**config.mk**
```make
export PLATFORM = sky130hd
export DESIGN_NAME = cmd_responder
export DESIGN_NICKNAME = d
export VERILOG_FILES = /design/src/rtl/cmd_responder.sv
export SDC_FILE = /design/constraint.sdc
export NUM_CORES = 2
export LEC_CHECK = 0
export ABC_CLOCK_PERIOD_IN_PS = 14600
export BUFFER_PORTS_ARGS = -buffer_cell sky130_fd_sc_hd__buf_4
export CORE_MARGIN = 2
export CORE_UTILIZATION = 50
export CTS_BUF_LIST = sky130_fd_sc_hd__clkbuf_8
export DETAILED_ROUTE_END_ITERATION = 12
export PLACE_DENSITY = 0.79
export SYNTH_ARGS = -nofsm -noshare
export SYNTH_HDL_FRONTEND = slang
export SYNTH_SLANG_ARGS = --single-unit
```
**constraint.sdc**
```tcl
create_clock -name clk -period 14.6 [get_ports clk]
set_clock_uncertainty 0.05 [all_clocks]
set_input_delay 0.73 -clock clk [delete_from_list [all_inputs] [get_ports clk]]
set_output_delay 0.73 -clock clk [all_outputs]
set_load 0.01 [all_outputs]
```
**src/rtl/cmd_responder.sv**
```systemverilog
// rtl/cmd_responder.sv - command bus target executing register commands with a response FIFO
//
// Optional feature macro: CMD_RESP_PARITY_EN (check cmd_parity on every accepted command)
//
// Ports:
//   clk         in   clock, all logic on rising edge
//   rst         in   synchronous active-high reset
//   cmd_valid   in   command present
//   cmd_ready   out  responder can accept a command (registered)
//   cmd_op      in   opcode (NOP/WR/RD/CLR/INC, others illegal)
//   cmd_addr    in   register address
//   cmd_wdata   in   write data
//   cmd_parity  in   even parity over {cmd_op, cmd_addr, cmd_wdata}
//   rsp_valid   out  response at FIFO head
//   rsp_ready   in   initiator consumes the head response
//   rsp_data    out  read data / new register value (0 when empty)
//   rsp_err     out  illegal opcode or parity failure
//   rsp_count   out  response FIFO occupancy
module cmd_responder #(
   parameter int DATA_SIZE  = 8,
   parameter int ADDR_SIZE  = 8,
   parameter int CMD_SIZE   = 3,
   parameter int FIFO_DEPTH = 8
) (
   input  logic                          clk,
   input  logic                          rst,
   input  logic                          cmd_valid,
   output logic                          cmd_ready,
   input  logic [CMD_SIZE-1:0]           cmd_op,
   input  logic [ADDR_SIZE-1:0]          cmd_addr,
   input  logic [DATA_SIZE-1:0]          cmd_wdata,
   input  logic                          cmd_parity,
   output logic                          rsp_valid,
   input  logic                          rsp_ready,
   output logic [DATA_SIZE-1:0]          rsp_data,
   output logic                          rsp_err,
   output logic [$clog2(FIFO_DEPTH):0]   rsp_count
);

   localparam int PTR_W = $clog2(FIFO_DEPTH);
   localparam int CNT_W = PTR_W + 1;
   localparam int REGS  = 1 << ADDR_SIZE;

   localparam logic [CMD_SIZE-1:0]  OP_NOP = CMD_SIZE'(0);
   localparam logic [CMD_SIZE-1:0]  OP_WR  = CMD_SIZE'(1);
   localparam logic [CMD_SIZE-1:0]  OP_RD  = CMD_SIZE'(2);
   localparam logic [CMD_SIZE-1:0]  OP_CLR = CMD_SIZE'(3);
   localparam logic [CMD_SIZE-1:0]  OP_INC = CMD_SIZE'(4);

   localparam logic [DATA_SIZE-1:0] DATA_ONE = DATA_SIZE'(1);
   localparam logic [CNT_W-1:0]     CNT_ONE  = CNT_W'(1);
   localparam logic [CNT_W-1:0]     CNT_FULL = CNT_W'(FIFO_DEPTH);
   localparam logic [PTR_W-1:0]     PTR_ONE  = PTR_W'(1);

   typedef enum logic {ST_READY, ST_STALL} state_t;

   state_t                 r_state;
   state_t                 w_state_next;

   logic [DATA_SIZE-1:0]   r_regs      [REGS];
   logic [DATA_SIZE-1:0]   r_fifo_data [FIFO_DEPTH];
   logic                   r_fifo_err  [FIFO_DEPTH];
   logic [PTR_W-1:0]       r_wr_ptr;
   logic [PTR_W-1:0]       r_rd_ptr;
   logic [CNT_W-1:0]       r_count;
   logic [CNT_W-1:0]       w_count_next;

   logic                   w_accept;
   logic                   w_pop;
   logic                   w_push;
   logic                   w_par_err;
   logic                   w_reg_we;
   logic                   w_rsp_err_in;
   logic [DATA_SIZE-1:0]   w_cur;
   logic [DATA_SIZE-1:0]   w_new;
   logic [DATA_SIZE-1:0]   w_rsp_data_in;

`ifdef CMD_RESP_PARITY_EN
   // Even parity: the XOR of every command bit plus the parity bit is 0 when intact.
   assign w_par_err = ^{cmd_op, cmd_addr, cmd_wdata, cmd_parity};
`else
   logic w_unused_parity;
   assign w_unused_parity = cmd_parity;
   assign w_par_err       = 1'b0;
`endif

   assign w_cur    = r_regs[cmd_addr];
   assign w_accept = cmd_valid & cmd_ready;
   assign w_pop    = rsp_valid & rsp_ready;

   // Command decode: register update and the response entry for this accept.
   always_comb begin
      w_push        = 1'b0;
      w_reg_we      = 1'b0;
      w_new         = w_cur;
      w_rsp_data_in = '0;
      w_rsp_err_in  = 1'b0;
      if (w_accept) begin
         if (w_par_err) begin
            // Corrupted command: no side effect at all, even for NOP.
            w_push       = 1'b1;
            w_rsp_err_in = 1'b1;
         end else begin
            case (cmd_op)
               OP_NOP: begin
               end
               OP_WR: begin
                  w_new    = cmd_wdata;
                  w_reg_we = 1'b1;
               end
               OP_RD: begin
                  w_push        = 1'b1;
                  w_rsp_data_in = w_cur;
               end
               OP_CLR: begin
                  w_new    = '0;
                  w_reg_we = 1'b1;
               end
               OP_INC: begin
                  w_new    = w_cur + DATA_ONE;
                  w_reg_we = 1'b1;
               end
               default: begin
                  w_push       = 1'b1;
                  w_rsp_err_in = 1'b1;
               end
            endcase
            // Writing commands echo the post-update register value.
            if (w_reg_we) begin
               w_push        = 1'b1;
               w_rsp_data_in = w_new;
            end
         end
      end
   end

   always_comb begin
      w_count_next = r_count;
      case ({w_push, w_pop})
         2'b10:   w_count_next = r_count + CNT_ONE;
         2'b01:   w_count_next = r_count - CNT_ONE;
         default: w_count_next = r_count;
      endcase
   end

   // Flow-control FSM: decided from the post-edge occupancy so cmd_ready is a
   // pure register and never combinationally follows rsp_ready.
   always_comb begin
      w_state_next = r_state;
      cmd_ready    = 1'b0;
      case (r_state)
         ST_READY: begin
            cmd_ready = 1'b1;
            if (w_count_next == CNT_FULL) w_state_next = ST_STALL;
         end
         ST_STALL: begin
            cmd_ready = 1'b0;
            if (w_count_next < CNT_FULL) w_state_next = ST_READY;
         end
         default: w_state_next = ST_READY;
      endcase
   end

   always_ff @(posedge clk) begin
      if (rst) begin
         r_state  <= ST_READY;
         r_wr_ptr <= '0;
         r_rd_ptr <= '0;
         r_count  <= '0;
      end else begin
         r_state <= w_state_next;
         r_count <= w_count_next;
         if (w_push) r_wr_ptr <= r_wr_ptr + PTR_ONE;
         if (w_pop)  r_rd_ptr <= r_rd_ptr + PTR_ONE;
      end
   end

   // Storage is not reset; a command presented during reset must not touch it.
   always_ff @(posedge clk) begin
      if (!rst && w_push) begin
         r_fifo_data[r_wr_ptr] <= w_rsp_data_in;
         r_fifo_err[r_wr_ptr]  <= w_rsp_err_in;
      end
      if (!rst && w_reg_we) begin
         r_regs[cmd_addr] <= w_new;
      end
   end

   assign rsp_valid = (r_count != '0);
   assign rsp_data  = rsp_valid ? r_fifo_data[r_rd_ptr] : '0;
   assign rsp_err   = rsp_valid & r_fifo_err[r_rd_ptr];
   assign rsp_count = r_count;

endmodule

```
* Word level (Yosys, flattened, before mapping)
Memory sizes are Yosys's and may differ from the RTL's. A register that Yosys moved wholly into a read port is not among the register bits.
Index checks and enable logic that the tools add are counted.
** Storage, ports and cells
- Register bits :: 11
- Bits in writable memories :: 2120
- Input port bits :: 24
- Output and inout bits :: 15
- Word-level logic and storage cells :: 59
- Memories kept :: 3
** Cells by class
- Add/sub/neg operators :: 5
- Order comparisons :: 1
- Eq/ne operators :: 7
- Mux-type cells :: 27
- Bitwise gates (word level) :: 4
- Reductions and logical operators :: 8
** Memory list
- r_regs :: depth 256, bits a word 8, read ports 1, clocked after Yosys merged registers in 0, wr ports 1, RTL line 60 : logic [DATA_SIZE-1:0] r_regs [REGS];
- r_fifo_data :: depth 8, bits a word 8, read ports 1, clocked after Yosys merged registers in 1, wr ports 1, RTL line 61 : logic [DATA_SIZE-1:0] r_fifo_data [FIFO_DEPTH];
- r_fifo_err :: depth 8, bits a word 1, read ports 1, clocked after Yosys merged registers in 1, wr ports 1, RTL line 62 : logic r_fifo_err [FIFO_DEPTH];
** Operator list (count)
- 8-bit two-way mux :: 5
- 8-bit one-hot mux with 3 select lines :: 1
- 1-bit two-way mux :: 14
- 3-bit two-way mux :: 4
- 8-bit by 1-bit adder with 8-bit output, second input constant :: 1
- 4-bit one-hot mux with 2 select lines :: 1
- 3-bit by 1-bit adder with 3-bit output, second input constant :: 2
- 3-bit by 2-bit equality test with 1-bit output, second input constant :: 2
- 5-bit OR reduction :: 1
- 4-bit by 1-bit adder with 4-bit output, second input constant :: 1
- 4-bit equality test, second input constant :: 1
- 4-bit < comparator, second input constant :: 1
- 1-bit one-hot mux with 2 select lines :: 2
- 4-bit nonzero test :: 1
- 4-bit OR reduction :: 1
- 4-bit by 1-bit subtractor with 4-bit output, second input constant :: 1
- 1-bit AND :: 3
- 3-bit by 1-bit equality test with 1-bit output, second input constant :: 1
- 3-bit equality test, second input constant :: 1
- 3-bit logical NOT :: 1
- 3-bit OR reduction :: 1
- 2-bit by 1-bit equality test with 1-bit output, second input constant :: 1
- 2-bit equality test, second input constant :: 1
- 1-bit logical AND :: 2
- other kinds (2) :: 2

* Depth between registers and ports, before layout
- Depth in word-level cells :: 11
- Gate-level depth with buffers :: 16
- Mapped depth without buffers :: 12

* Worst setup path after synthesis
No wires, ideal clock.
- Path kind :: input port to flip-flop
- From :: input cmd_addr[1]
- To :: memory r_regs[0][0], data pin
- Setup time :: 2187 ps
- Arrival :: 12874 ps
- Required time :: 12363 ps
- Setup slack :: -511 ps
- Stages :: 12
- Path buffers :: 4
- Cell sequence :: buf_4 -> buf_2 -> buf_2 -> buf_2 -> mux4_2 -> a22oi_1 -> a21oi_1 -> o41ai_1 -> nand4_1 -> nor2_1 -> a21oi_1 -> o21ai_0
** On the way
- Cells in the longest elaborated chain, start to end :: 4
** Ends and longest elaborated chain
- start: declaration :: RTL line 30 : input logic [ADDR_SIZE-1:0] cmd_addr,
- memory read 256 x 8 bit (*)
- 8-bit by 1-bit adder with 8-bit output :: RTL line 120 : w_new = w_cur + DATA_ONE;
- 8-bit one-hot mux with 3 select lines :: RTL line 104 : case (cmd_op)
- 8-bit two-way mux (*) :: RTL line 98 : if (w_accept) begin
- via w_new[0] :: RTL line 75 : logic [DATA_SIZE-1:0] w_new;
- end: declaration :: RTL line 60
Mark *: on every way through the listed nets, which the timed path passes. The rest lies on a longest branch.

* Worst setup path in the final report
- From :: input cmd_addr[0]
- To :: memory r_regs[68][4], data pin
The elaborated chain is that of the path after synthesis.

==> summary.txt <==
====================================================================================
Run status                                                              finished clean
Most common cell in the netlist                                         sky130_fd_sc_hd__edfxtp_1
Initial standard-cell utilization of the core                                  50.3%
Number of fill cells                                                           11949
Core region area                                                        167000 sq um
WL per Instance                                                              30.4 um
GR met3 Demand/Resource                                                        6.27%
CTS tree                                                                        done
Worst hold slack across all endpoints                                       0.205 ns
Buffer depth of the longest clock path                                             4
Share of flip-flops with an asynchronous set or reset after synthesis             0%
Worst-skew pair later-pin latency                                            1.04 ns
Met1 layer usage reported by global route                                      31.9%
Count of input and output buffers                                                 37
Die H                                                                         414 um
Delay-heaviest family, CP                                               buffers and inverters
Post-CTS Setup Inserts                                                             0
Hold Vio Cnt, Final                                                                0
Post-route design area                                                   91900 sq um
Final worst path period need                                                 7.45 ns
Met2 global-route usage                                                        35.7%
Busiest layer in global routing                                                 met2
Global route overflow                                                              0
Maximum frequency from static timing analysis                                134 MHz
Yosys Warn Count                                                                   0
Number of enable-type register cells in the synthesized netlist                 2120
Resized Gates After CTS                                                            0
# clock sinks                                                                   2134
Number of detailed-routing iterations run before antenna repair                    7
Top-level I/O count                                                               39
Gate count after technology mapping                                             3953
Post-placement worst setup slack                                             6.36 ns
All-Layer GR Usage                                                             23.5%
Syn-to-layout area delta                                                       9.39%
Total power density per cell area                                        136 nW/um^2
Top cell type's share of synthesized area                                      75.8%
Worst setup path category                                               primary input to flip-flop
TritonCTS Buffers                                                                342
Multi-input logic area                                                   18300 sq um
Number of buffers and inverters on the critical path                               4
Endpoint type of the worst setup path                                      flip-flop
Final period util                                                              51.0%
RePlAce Congestion                                                             0.861
Flip-flop and latch count after synthesis                                       2134
Slew at the pin with the worst max-slew slack                                1.40 ns
Violation count after the first detailed-route iteration                        6315
Mean instance size in the synthesized netlist                             21.2 sq um
Vias per Instance                                                               6.46
Maximum number of pins on one net before global-route repair                     257
Remaining antenna violation count                                                  0
Sequence of cells on the critical path                                  buf_8 > buf_12 > buf_12 > mux4_2 > a22oi_1 > a21oi_1 > o41ai_1 > nand4_1 > ha_1 > o41ai_1 > o21ai_0 > a21oi_1 > a221o_4 > buf_4
Maximum single-stage delay on the critical path                              1.22 ns
Cell type of the slowest stage on the worst timing path                 sky130_fd_sc_hd__o41ai_1
Placed instance area                                                     86100 sq um
Final-layout setup total negative slack                                         0 ns
# nets final                                                                    4200
Total via count in the routed design                                           42650
Setup repair after global routing missed its margin                               no
Crit path DAT                                                                8.00 ns
Endpoint required time on the critical path                                 15.15 ns
Mapped cell area                                                         84000 sq um
Number of max-capacitance violations reported                                      0
Vias in the first global route                                                 42345
Final Worst Setup Slack                                                      7.15 ns
Area of the die                                                         171000 sq um
Leakage Power                                                                29.0 nW
Min-Delay Path Class                                                    primary input to flip-flop
Depth of the CTS H-tree                                                            5
First-pass GRT wire length                                                    290 mm
Hold buffer count at CTS                                                           1
Post-synth top cells                                                    sky130_fd_sc_hd__edfxtp_1 (2120), sky130_fd_sc_hd__mux4_2 (403), sky130_fd_sc_hd__nor2_1 (320)
Cell type with the largest total area after synthesis                   sky130_fd_sc_hd__edfxtp_1
Number of antenna violations at the first check in global routing                 12
Total Wirelength                                                              201 mm
Relative slew slack                                                            5.72%
Final Util                                                                     55.0%
Crit Path Max Fanout                                                             108
Primary flip-flop cell chosen by synthesis mapping                      sky130_fd_sc_hd__edfxtp_1
DR DRC count                                                                       0
Max-slew violation count                                                           0
Layout cell share with drive strength beyond 1                                 21.7%
Type of origin of the critical path                                     primary input
Synthesized netlist net count                                                   3984
FP Rows                                                                          150
Clock transition at the registers of the reported paths                      0.06 ns
Width of the die                                                              414 um
Area taken by flip-flops and latches                                     63900 sq um
Detailed Place HPWL                                                           115 mm
Sequential cell area fraction in the yosys report                              76.1%
VDD IR-drop max                                                             0.110 mV
Setup violations, final                                                            0
Root buf cell                                                           sky130_fd_sc_hd__clkbuf_8
Leading cell types by total area after synthesis                        sky130_fd_sc_hd__edfxtp_1 (76%), sky130_fd_sc_hd__mux4_2 (11%), sky130_fd_sc_hd__mux4_1 (3.0%)
Number of distinct library cells after synthesis                                  85
====================================================================================
worst min-delay path, cell delays in order:
cell,delay (ns)
sky130_fd_sc_hd__buf_4,0.09
sky130_fd_sc_hd__nand2_1,0.06
sky130_fd_sc_hd__o221ai_1,0.21
state kept, by name (all words and copies together), names as in the netlist, named ones only:
signal / flops
r_fifo_err: 8
r_wr_ptr: 3
rsp_count: 4
r_state: 1
r_regs: 2048
r_rd_ptr: 3
r_fifo_data: 64
path summary, 6_finish.rpt:
check	depth (start not counted)	endpoint	slack, ns	from
setup / recovery	14	r_regs[68][4]$_DFFE_PP_	7.15	cmd_addr[0]
hold / removal	3	r_fifo_data[7][3]$_DFFE_PP_	0.21	cmd_wdata[3]
setup reg to reg	11	r_regs[68][4]$_DFFE_PP_	8.10	r_regs[254][0]$_DFFE_PP_
hold reg to reg	2	flip-flop	0.49	r_rd_ptr[2]$_SDFFE_PP0N_
report_power, final:
group,switching (mW),leakage (nW),total (mW),internal (mW)
clock,2.23,3.37,4.50,2.27
combinational,0.692,6.22,0.964,0.273
sequential,0.0156,19.4,7.03,7.01
total,2.94,29.0,12.5,9.55
per-layer routing:
| metal | up-vias | wire length [um] |
|---|---|---|
| met2 | 3116 | 93300 |
| met5 | - | 111 |
| met4 | 16 | 9980 |
| met1 | 21833 | 71500 |
| met3 | 597 | 25900 |
| li1 | 17088 | - |
stage by stage:
stage	power (mW)	cells
CTS	12.5	6599
global placement	8.06	6028
global route	12.8	6600
detailed placement	8.11	6028
finish	12.5	6603
floorplan	7.85	3953
layout make-up:
cell class	count	share of cell area (%)
sequential	2134	69.6
clock buffer	349	5.23
clock inverter	221	1.08
multi-input combinational	1568	19.9
tap	2204	3.00
inverter	7	0.0286
timing repair buffer	116	1.14
antenna	4	0.0109
placed cells by master, fill, tap and decap left out, types with 11 or more instances in the layout:
| master | n |
|---|---|
| sky130_fd_sc_hd__buf_4 | 100 |
| sky130_fd_sc_hd__a22oi_1 | 193 |
| sky130_fd_sc_hd__clkinv_1 | 79 |
| sky130_fd_sc_hd__nand2_1 | 88 |
| sky130_fd_sc_hd__mux4_1 | 97 |
| sky130_fd_sc_hd__nand3_1 | 24 |
| sky130_fd_sc_hd__a22o_1 | 12 |
| sky130_fd_sc_hd__edfxtp_1 | 2120 |
| sky130_fd_sc_hd__a221oi_1 | 13 |
| sky130_fd_sc_hd__nor3_1 | 11 |
| sky130_fd_sc_hd__clkinv_2 | 28 |
| sky130_fd_sc_hd__o41ai_1 | 14 |
| sky130_fd_sc_hd__mux2i_1 | 92 |
| sky130_fd_sc_hd__dfxtp_1 | 14 |
| sky130_fd_sc_hd__a21oi_1 | 105 |
| sky130_fd_sc_hd__clkbuf_8 | 349 |
| sky130_fd_sc_hd__inv_1 | 112 |
| sky130_fd_sc_hd__mux4_2 | 403 |
| sky130_fd_sc_hd__buf_12 | 13 |
| sky130_fd_sc_hd__nand4_1 | 15 |
| sky130_fd_sc_hd__nor2_1 | 318 |
cells by family after synthesis:
group / after synthesis / share of synthesized area [%]
AOI/OAI and AO/OA: 423 / 3.57
muxes: 593 / 15.0
and+or+nand+nor: 535 / 2.85
adders and majority gates: 7 / 0.113
buffers and inverters: 251 / 2.28
DFF: 2134 / 76.1
xor gates and xnor gates: 10 / 0.104
Note: power is estimated with default switching activity, not from simulation.
